===== src/rtl/chunked_magnitude_comparator.sv =====
// Sequential magnitude comparator: walks two WIDTH-bit operands MSB-first,
// CHUNK bits per clock, stopping at the first differing chunk.
module chunked_magnitude_comparator #(
    parameter int WIDTH = 8,
    parameter int CHUNK = 2
) (
    input  logic                                 clk,
    input  logic                                 rst_n,
    input  logic                                 start,
    input  logic [WIDTH-1:0]                     a,
    input  logic [WIDTH-1:0]                     b,
    input  logic                                 signed_mode,
    output logic                                 busy,
    output logic                                 done,
    output logic                                 a_less_b,
    output logic                                 a_equal_b,
    output logic                                 a_greater_b,
    output logic [$clog2(WIDTH/CHUNK + 1)-1:0]   cycles_used
);

    localparam int NCHUNK = WIDTH / CHUNK;
    localparam int CW     = $clog2(NCHUNK + 1);
    localparam int IW     = (NCHUNK > 1) ? $clog2(NCHUNK) : 1;
    localparam logic [IW-1:0] LAST_IDX = IW'(NCHUNK - 1);

    typedef enum logic [1:0] {
        IDLE,
        COMPARE,
        DONE
    } state_t;

    state_t           state;
    state_t           state_next;
    logic [WIDTH-1:0] a_q;
    logic [WIDTH-1:0] b_q;
    logic [IW-1:0]    idx;
    logic [WIDTH-1:0] sign_mask;
    logic [CHUNK-1:0] a_chunk;
    logic [CHUNK-1:0] b_chunk;
    logic             chunk_gt;
    logic             chunk_lt;
    logic             accept;

    // Flipping the sign bit of both operands turns two's-complement order
    // into unsigned order, so the chunk datapath below is unsigned only.
    assign sign_mask = {signed_mode, {(WIDTH-1){1'b0}}};

    assign a_chunk  = a_q[idx*CHUNK +: CHUNK];
    assign b_chunk  = b_q[idx*CHUNK +: CHUNK];
    assign chunk_gt = (a_chunk > b_chunk);
    assign chunk_lt = (a_chunk < b_chunk);

    assign busy = (state == COMPARE);
    assign done = (state == DONE);

    // NOTE: sequential state uses non-blocking assignments only, so every
    // register samples the pre-edge values of the others.
    always_ff @(posedge clk or negedge rst_n) begin
        if (!rst_n) begin
            state <= IDLE;
        end else begin
            state <= state_next;
        end
    end

    // NOTE: every output of this block gets a default first; a missing
    // branch would otherwise infer a latch.
    always_comb begin
        state_next = state;
        accept     = 1'b0;
        case (state)
            IDLE: begin
                if (start) begin
                    accept     = 1'b1;
                    state_next = COMPARE;
                end
            end
            COMPARE: begin
                if (chunk_gt || chunk_lt || (idx == '0)) begin
                    state_next = DONE;
                end
            end
            DONE: begin
                if (start) begin
                    accept     = 1'b1;
                    state_next = COMPARE;
                end else begin
                    state_next = IDLE;
                end
            end
            default: state_next = IDLE;
        endcase
    end

    // NOTE: operand registers are reset too, so an aborted compare leaves
    // no stale operand state behind.
    always_ff @(posedge clk or negedge rst_n) begin
        if (!rst_n) begin
            a_q         <= '0;
            b_q         <= '0;
            idx         <= '0;
            a_less_b    <= 1'b0;
            a_equal_b   <= 1'b0;
            a_greater_b <= 1'b0;
            cycles_used <= '0;
        end else if (accept) begin
            a_q         <= a ^ sign_mask;
            b_q         <= b ^ sign_mask;
            idx         <= LAST_IDX;
            a_less_b    <= 1'b0;
            a_equal_b   <= 1'b0;
            a_greater_b <= 1'b0;
            cycles_used <= '0;
        end else if (state == COMPARE) begin
            cycles_used <= cycles_used + CW'(1);
            if (chunk_gt) begin
                a_greater_b <= 1'b1;
            end else if (chunk_lt) begin
                a_less_b <= 1'b1;
            end else if (idx == '0) begin
                a_equal_b <= 1'b1;
            end else begin
                idx <= idx - IW'(1);
            end
        end
    end

endmodule


===== config.mk =====
export PLATFORM = sky130hd
export DESIGN_NAME = chunked_magnitude_comparator
export DESIGN_NICKNAME = d
export VERILOG_FILES = /design/src/rtl/chunked_magnitude_comparator.sv
export SDC_FILE = /design/constraint.sdc
export NUM_CORES = 1
export LEC_CHECK = 0
export CAP_MARGIN = 20
export CORE_MARGIN = 2
export CORE_UTILIZATION = 52
export CTS_CLUSTER_DIAMETER = 150
export DETAILED_ROUTE_END_ITERATION = 8
export GPL_ROUTABILITY_DRIVEN = 0
export PLACE_DENSITY = 0.93
export SYNTH_ARGS = -nofsm -noshare
export SYNTH_HDL_FRONTEND = slang
export SYNTH_SLANG_ARGS = --single-unit

===== constraint.sdc =====
create_clock -name clk -period 4.19 [get_ports clk]
set_clock_uncertainty 0.1 [all_clocks]
set_input_delay 0.838 -clock clk [delete_from_list [all_inputs] [get_ports clk]]
set_output_delay 0.838 -clock clk [all_outputs]
set_load 0.005 [all_outputs]

# Yosys cells after proc, flatten, opt, wreduce, memory -nomap -nowiden
# Cells that the tools add are included.
dict set report word_totals {
  ff_bits 26
}
dict set report classes {
  mux 25
  order_cmp 2
  n_eq_ne 7
  n_addsub 2
  reduce_logical 14
  shift 2
  bitwise_logic 2
}
# operator n
set op_table {}
lappend op_table {{8-bit by 4-bit indexed part select with 2-bit output} 2}
lappend op_table {{8-bit bitwise XOR} 2}
lappend op_table {{1-bit 2-to-1 mux} 15}
lappend op_table {{2-bit 2-to-1 mux} 7}
lappend op_table {{4-bit AND reduction} 2}
lappend op_table {{2-bit nonzero test} 4}
lappend op_table {{3-bit 2-to-1 mux} 2}
lappend op_table {{2-bit by 1-bit != test with 1-bit output (second input constant)} 3}
lappend op_table {{2-bit one-hot mux with 3 select lines} 1}
lappend op_table {{2-bit zero test} 2}
lappend op_table {{2-bit != test (second input constant)} 2}
lappend op_table {{2-bit AND reduction} 2}
lappend op_table {{3-bit by 1-bit adder with 3-bit output (second input constant)} 1}
lappend op_table {{3-bit AND reduction} 1}
lappend op_table {{2-bit by 1-bit equality test with 1-bit output (second input constant)} 1}
lappend op_table {{2-bit equality test (second input constant)} 1}
lappend op_table {{2-bit greater-than comparator} 1}
lappend op_table {{1-bit logical OR} 2}
lappend op_table {{2-bit less-than comparator} 1}
lappend op_table {{2-bit OR reduction} 1}
lappend op_table {{2-bit by 1-bit subtractor with 2-bit output (second input constant)} 1}

# Longest topological paths before layout
# Gate-level depths: netlist of run 1.
dict set report depth {
  depth_word 6
  mapped_depth 7
  depth_no_buf 6
}

# Worst setup path before layout of run 1
# OpenSTA, ideal clock, no wires.
dict set report synth_path {
  kind {reg2reg}
  from {register idx[0]}
  to {register idx[1]}
  setup_ps 125
  synth_period_minus_slack_ps 2545
  path_slack_ps 1645
  required_ps 3965
  arrival_ps 2319
  path_stages_with_launch 7
  path_buffers 1
  path_cell_list {dfrtp_1 clkbuf_1 mux4_2 ha_1 nand2_1 or4_4 mux2_4}
}
dict set report synth_via {
  elab_chain_len 6
  word_cells_on_any_way 15
  classes_between {add/sub: 1; order compare: 2; eq/ne: 3; shift: 2; mux: 5; reduce/logical: 2}
}
# item line
set synth_lines {}
lappend synth_lines {{start: declaration} 36} ;# logic [IW-1:0] idx;
lappend synth_lines {{start signal: assignment} 123} ;# idx <= idx - IW'(1);
lappend synth_lines {{branches (longest 6 deep; another with 2-bit less-than comparator)} -}
# Several ways; the timed one is not identified. The select of a mux whose other input is x is not followed.
# A chain may end at the register's enable or synchronous reset.

# Worst setup path after layout of run 1
# Same ends and word-level chain as after synthesis.

==> results of run 1 <==
==> power by group through the flow <==
stage / registers [uW] / logic, uW / clock network [uW]
after floorplan: 406 / 306 / 0
after global placement: 427 / 401 / 0
after detailed placement: 435 / 429 / 0
after CTS: 430 / 433 / 128
after global routing: 442 / 486 / 136
final: 430 / 427 / 124
==> layout make-up <==
| type | count | area [um^2] |
|---|---|---|
| Clock buffer | 4 | 36.28 |
| Fill cell | 181 | 670.6 |
| Inverter | 8 | 30.03 |
| Timing Repair Buffer | 28 | 285.3 |
| Tap cell | 28 | 35.03 |
| Sequential cell | 26 | 650.6 |
| Multi-Input combinational cell | 86 | 525.5 |
==> state kept, by name, summed over array words and instances (netlist names) <==
register,flops
a_q,8
a_equal_b,1
a_greater_b,1
idx,2
a_less_b,1
state,2
b_q,8
cycles_used,3
==> logic make-up after synthesis <==
family / after synthesis / share of synthesized area
AND/OR/NAND/NOR: 65 / 0.2299
flip-flops: 26 / 0.5290
buffers and inverters: 14 / 0.04373
AO/OA/AOI/OAI: 8 / 0.04171
multiplexers: 6 / 0.09359
adder cells (fa/ha/maj): 4 / 0.04069
XOR/XNOR: 3 / 0.02137
==> critical path, cell delays in order, from the launching register on <==
cell and delay, ps:
dfrtp_1 540, mux4_2 550, ha_1 310, nand2_1 100, or4_4 530, mux2_4 320
==> cells in the final DEF (no fill, tap or decap) <==
cell type        instances
nand2_1                 51
clkdlybuf4s50_1         27
dfrtp_1                 26
inv_1                    8
mux4_2                   4
o21ai_0                  4
nor2_1                   4
ha_1                     4
clkbuf_4                 3
and2b_1                  2
xnor2_1                  2
nor2b_1                  2
nand2b_4                 1
nand2b_1                 1
or4_4                    1
mux2_4                   1
mux2i_1                  1
nand3_1                  1
nor3_1                   1
o31ai_1                  1
o41a_1                   1
o211ai_1                 1
a21oi_1                  1
nand3b_1                 1
xor2_1                   1
clkbuf_8                 1
buf_8                    1
==> per-layer routing <==
metal	wire length, um	up-vias	share of wire	GRT usage
li1	-	451	-	-
met1	1008	455	0.42	0.2586
met2	1247	27	0.52	0.3438
met3	106	6	0.044	0.02857
met4	47	0	0.020	0.07692
met5	0	-	0	0
==> path summary, 6_finish.rpt <==
kind	from	slack, ps	to
max	idx[0]	1640	idx[1]
max in group asynchronous	rst_n	2760	idx[1]
min reg2reg	b_q[5]	390	b_q[5]
max reg2reg	idx[0]	1640	idx[1]
min in group asynchronous	rst_n	750	a_less_b
min	b_q[5]	390	b_q[5]
==> stage by stage <==
stage | cell area, um^2 | std cells | total power, uW
finish | 1563 | 180 | 980.4
global placement | 1511 | 175 | 827.9
CTS | 1548 | 179 | 989.8
global route | 1563 | 180 | 1065
detailed placement | 1511 | 175 | 863.9
floorplan | 1230 | 126 | 711.6
==> flow_summary.json, run 1 <==
{
  "via_per_inst": 5.217,
  "port_buffers": 27,
  "cap_violations": 0,
  "synth_edf_count": 0,
  "post_cts_buffers": 0,
  "synth_top_area_frac": 0.5290,
  "path_clk_slew_ps": 130,
  "ctsLongestPathBuffers": 2,
  "ant_nets": 0,
  "final.setup.worst_slack_ps": 1640,
  "ctsHtreeMaxLevel": 1,
  "hold_viol": 0,
  "synth-seq-cells": 26,
  "cts_tree": "built",
  "core_um2": 2233,
  "p_int_uw": 627.6,
  "crit_type": "register to register",
  "dp_hpwl_um": 1791,
  "ctsResizeCount": 0,
  "nNetsFinal": 177,
  "seq_power_share": 0.438,
  "grt_first_pass_wirelength_um": 4008,
  "drt_iter0_markers": 13,
  "yosysMostFrequentCell": "nand2_1",
  "pin_count": 28,
  "setup_viol": 0,
  "syn_area_um2": 1230,
  "clock_latency_ps": 310,
  "switching_power_uw": 352.8,
  "async_flop_share": 1.000,
  "drc_errors": 0,
  "rr_worst_depth": 5,
  "fin_util": 0.6997,
  "vias": 939,
  "hold_path.class": "register to register",
  "gr-total-overflow": 0,
  "max_freq_ghz": 0.3922,
  "antenna_found_initial": 0,
  "clockPowerShare": 0.126,
  "grt_pass1_vias": 947,
  "die-area_um2": 2770,
  "insertedDiodeCount": 0,
  "dr.pass1.iters": 3,
  "numCtsBuffers": 3,
  "ys_warn_count": 0,
  "yosys-top-cells-area": "dfrtp_1 (53%), nand2_1 (16%), mux4_2 (7.3%), ha_1 (4.1%), inv_1 (2.4%)",
  "tightest_slew_ps": 786.0,
  "num_rows": 17,
  "critPathLaunchType": "register",
  "p_leak_uw": 0.0007696,
  "final_layout_size_suffix_gt1_frac": 0.07895,
  "hold_depth": 2,
  "crit_required_ps": 4300,
  "grt_max_degree": 27,
  "synth-main-ff-cell": "dfrtp_1",
  "crit_fanout": 7,
  "hold_slack_ps": 393.7,
  "synthCells": 126,
  "status": "complete, no violations",
  "slew_headroom": 0.4760,
  "ys_seq_area_frac": 0.5290,
  "crit_arrival_ps": 2660,
  "rsz0062_at_grt": "no",
  "setup_tns_ps": 0,
  "synth_top_area_cell": "dfrtp_1",
  "ctsHoldBuffers": 0,
  "grtUsageTotal": 0.2016,
  "dp_slack_ps": 1672,
  "start_util": 0.5507,
  "yosysUniqueCellTypes": 26,
  "end_kind": "register",
  "cts_sinks": 26,
  "pwr-share-comb": 0.436,
  "cts-root-buf": "clkbuf_4",
  "die_x_um": 52.64,
  "syn-num-nets": 150,
  "drv_slew": 0,
  "wl_per_cell_um": 13.38,
  "min_period_ps": 2550,
  "synthTopCellsByCount": "nand2_1 (51), dfrtp_1 (26), inv_1 (8)",
  "die_h_um": 52.64,
  "finalWirelength_um": 2409,
  "swShare": 0.3599,
  "powerDensity_nw_per_um2": 627.4,
  "peakVddDrop_mv": 0.3517,
  "avgSynthCellArea_um2": 9.761,
  "syn_to_final_growth_pct": 27.06,
  "min_period_over_period": 0.6085
}
(Power assumes the default switching activity.)
==> run 2, diff against run 1 <==
- CORE_UTILIZATION: 52 -> 49
- PLACE_DENSITY: 0.93 -> 0.89
- clock period: 4.19 -> 2.6 ns (I/O delays scaled with it)
==> run 2 against run 1 <==
Compared with the run above: clock power increased by 62%; routed wire length decreased by 5.1%; hold slack got worse by 2.0 ps; maximum frequency increased by 4.5%; core utilization decreased by 5.6 points.
==> flow_summary.json, run 2 (synthesis results as in run 1) <==
{
  "status": "complete, no violations",
  "max_freq_ghz": 0.4099,
  "min_period_over_period": 0.9383,
  "peakVddDrop_mv": 0.5643,
  "setup_viol": 0,
  "final_common_cell": "nand2_1",
  "cap_violations": 0,
  "crit_path_start": "idx[0]",
  "drc_errors": 0,
  "gr-total-overflow": 0,
  "routed.top_layer": "met4",
  "final_cell_mix": "nand2_1 (51), clkdlybuf4s50_1 (27), dfrtp_1 (25)",
  "crit_required_ps": 2720,
  "crit_fanout": 7,
  "tightest_slew_ps": 617.2,
  "finalWirelength_um": 2285,
  "p_leak_uw": 0.0007711,
  "grtUsageTotal": 0.1939,
  "crit_type": "register to register",
  "grt_pass1_vias": 1001,
  "cts-root-buf": "clkbuf_4",
  "start_util": 0.5057,
  "clock_latency_ps": 310,
  "port_buffers": 27,
  "worstHoldStart": "b_q[2]",
  "nNetsFinal": 178,
  "wl_per_cell_um": 12.49,
  "die_h_um": 54.10,
  "hold_depth": 2,
  "top_regs": "a_q (8), b_q (8), cycles_used (3)",
  "wl_met3_um": 100,
  "met1Wirelength_um": 971,
  "crit_arrival_ps": 2560,
  "final_layout_size_suffix_gt1_frac": 0.09150,
  "die-area_um2": 2927,
  "holdPathEnd": "b_q[2]",
  "slew_headroom": 0.5885,
  "post_cts_buffers": 0,
  "pin_count": 28,
  "numCtsBuffers": 3,
  "dp_slack_ps": 69.11,
  "hold_viol": 0,
  "via_per_inst": 5.033,
  "num_rows": 18,
  "ant_nets": 0,
  "path_clk_slew_ps": 140,
  "end_kind": "register",
  "setup_tns_ps": 0,
  "drv_slew": 0,
  "grt_first_pass_wirelength_um": 4015,
  "final.setup.worst_slack_ps": 160.3,
  "r2r-end": "idx[1]",
  "die_x_um": 54.10,
  "r2r_start": "idx[0]",
  "syn_to_final_growth_pct": 27.36,
  "dp_hpwl_um": 1768,
  "ctsLongestPathBuffers": 2,
  "hold_path.class": "register to register",
  "fin_util": 0.6440,
  "core_um2": 2432,
  "powerDensity_nw_per_um2": 1004,
  "cts_tree": "built",
  "dr.pass1.iters": 4,
  "rsz0062_at_grt": "no",
  "vias": 921,
  "rr_worst_depth": 5,
  "wl_met2_um": 1196,
  "grt_max_degree": 27,
  "critPathLaunchType": "register",
  "drt_iter0_markers": 22,
  "min_period_ps": 2440,
  "antenna_found_initial": 0,
  "cts_sinks": 26,
  "ctsHtreeMaxLevel": 1,
  "reg2reg_slack_ps": 160,
  "insertedDiodeCount": 0
}
## run 2: layer usage
layer | vias up | global-route usage
met3 | 4 | 0.02500
met5 | - | 0
met4 | 0 | 0.07917
met2 | 23 | 0.3923
li1 | 456 | -
met1 | 438 | 0.1938
## run 2: worst max-delay path, cell delays in order (launching register included)
cell,delay (ps)
dfrtp_2,480
mux4_2,520
ha_1,310
nand2_1,100
or4_4,530
mux2_4,310
## run 2: repair_timing
action                                  CTS  global route
endpoints found under the setup margin    0             1
gates resized for setup                   0             1
hold buffers                              0             0
## run 2: stage by stage
step / instance area [um^2] / std cells / hold WS [ps] / power [uW]
after global routing: 1567 / 183 / 425.9 / 1710
final: 1567 / 183 / 391.7 / 1573
after detailed placement: 1529 / 179 / 361.9 / 1393
after global placement: 1529 / 179 / 361.4 / 1344
after floorplan: 1230 / 126 / 124.4 / 1147
after CTS: 1565 / 183 / 394.8 / 1593
## run 2: where the power goes
part	total, uW	switching (uW)	internal [uW]
registers	688	118	570
logic	684	323	361
clock network	201	115	85.5
## run 2: worst max path at each step
stage,to,slack (ps)
5_1_grt,idx[1],70
3_3_place_gp,idx[1],120
6_report,idx[1],160
4_1_cts,idx[1],60
3_5_place_dp,idx[1],70
2_1_floorplan,idx[1],60
## run 2: area by class of cell
class	instances	area, um^2
Multi-Input combinational cell	86	525.5
Inverter	8	30.03
Timing Repair Buffer	29	285.3
Fill cell	194	865.8
Tap cell	30	37.54
Clock buffer	4	36.28
Sequential cell	26	651.9
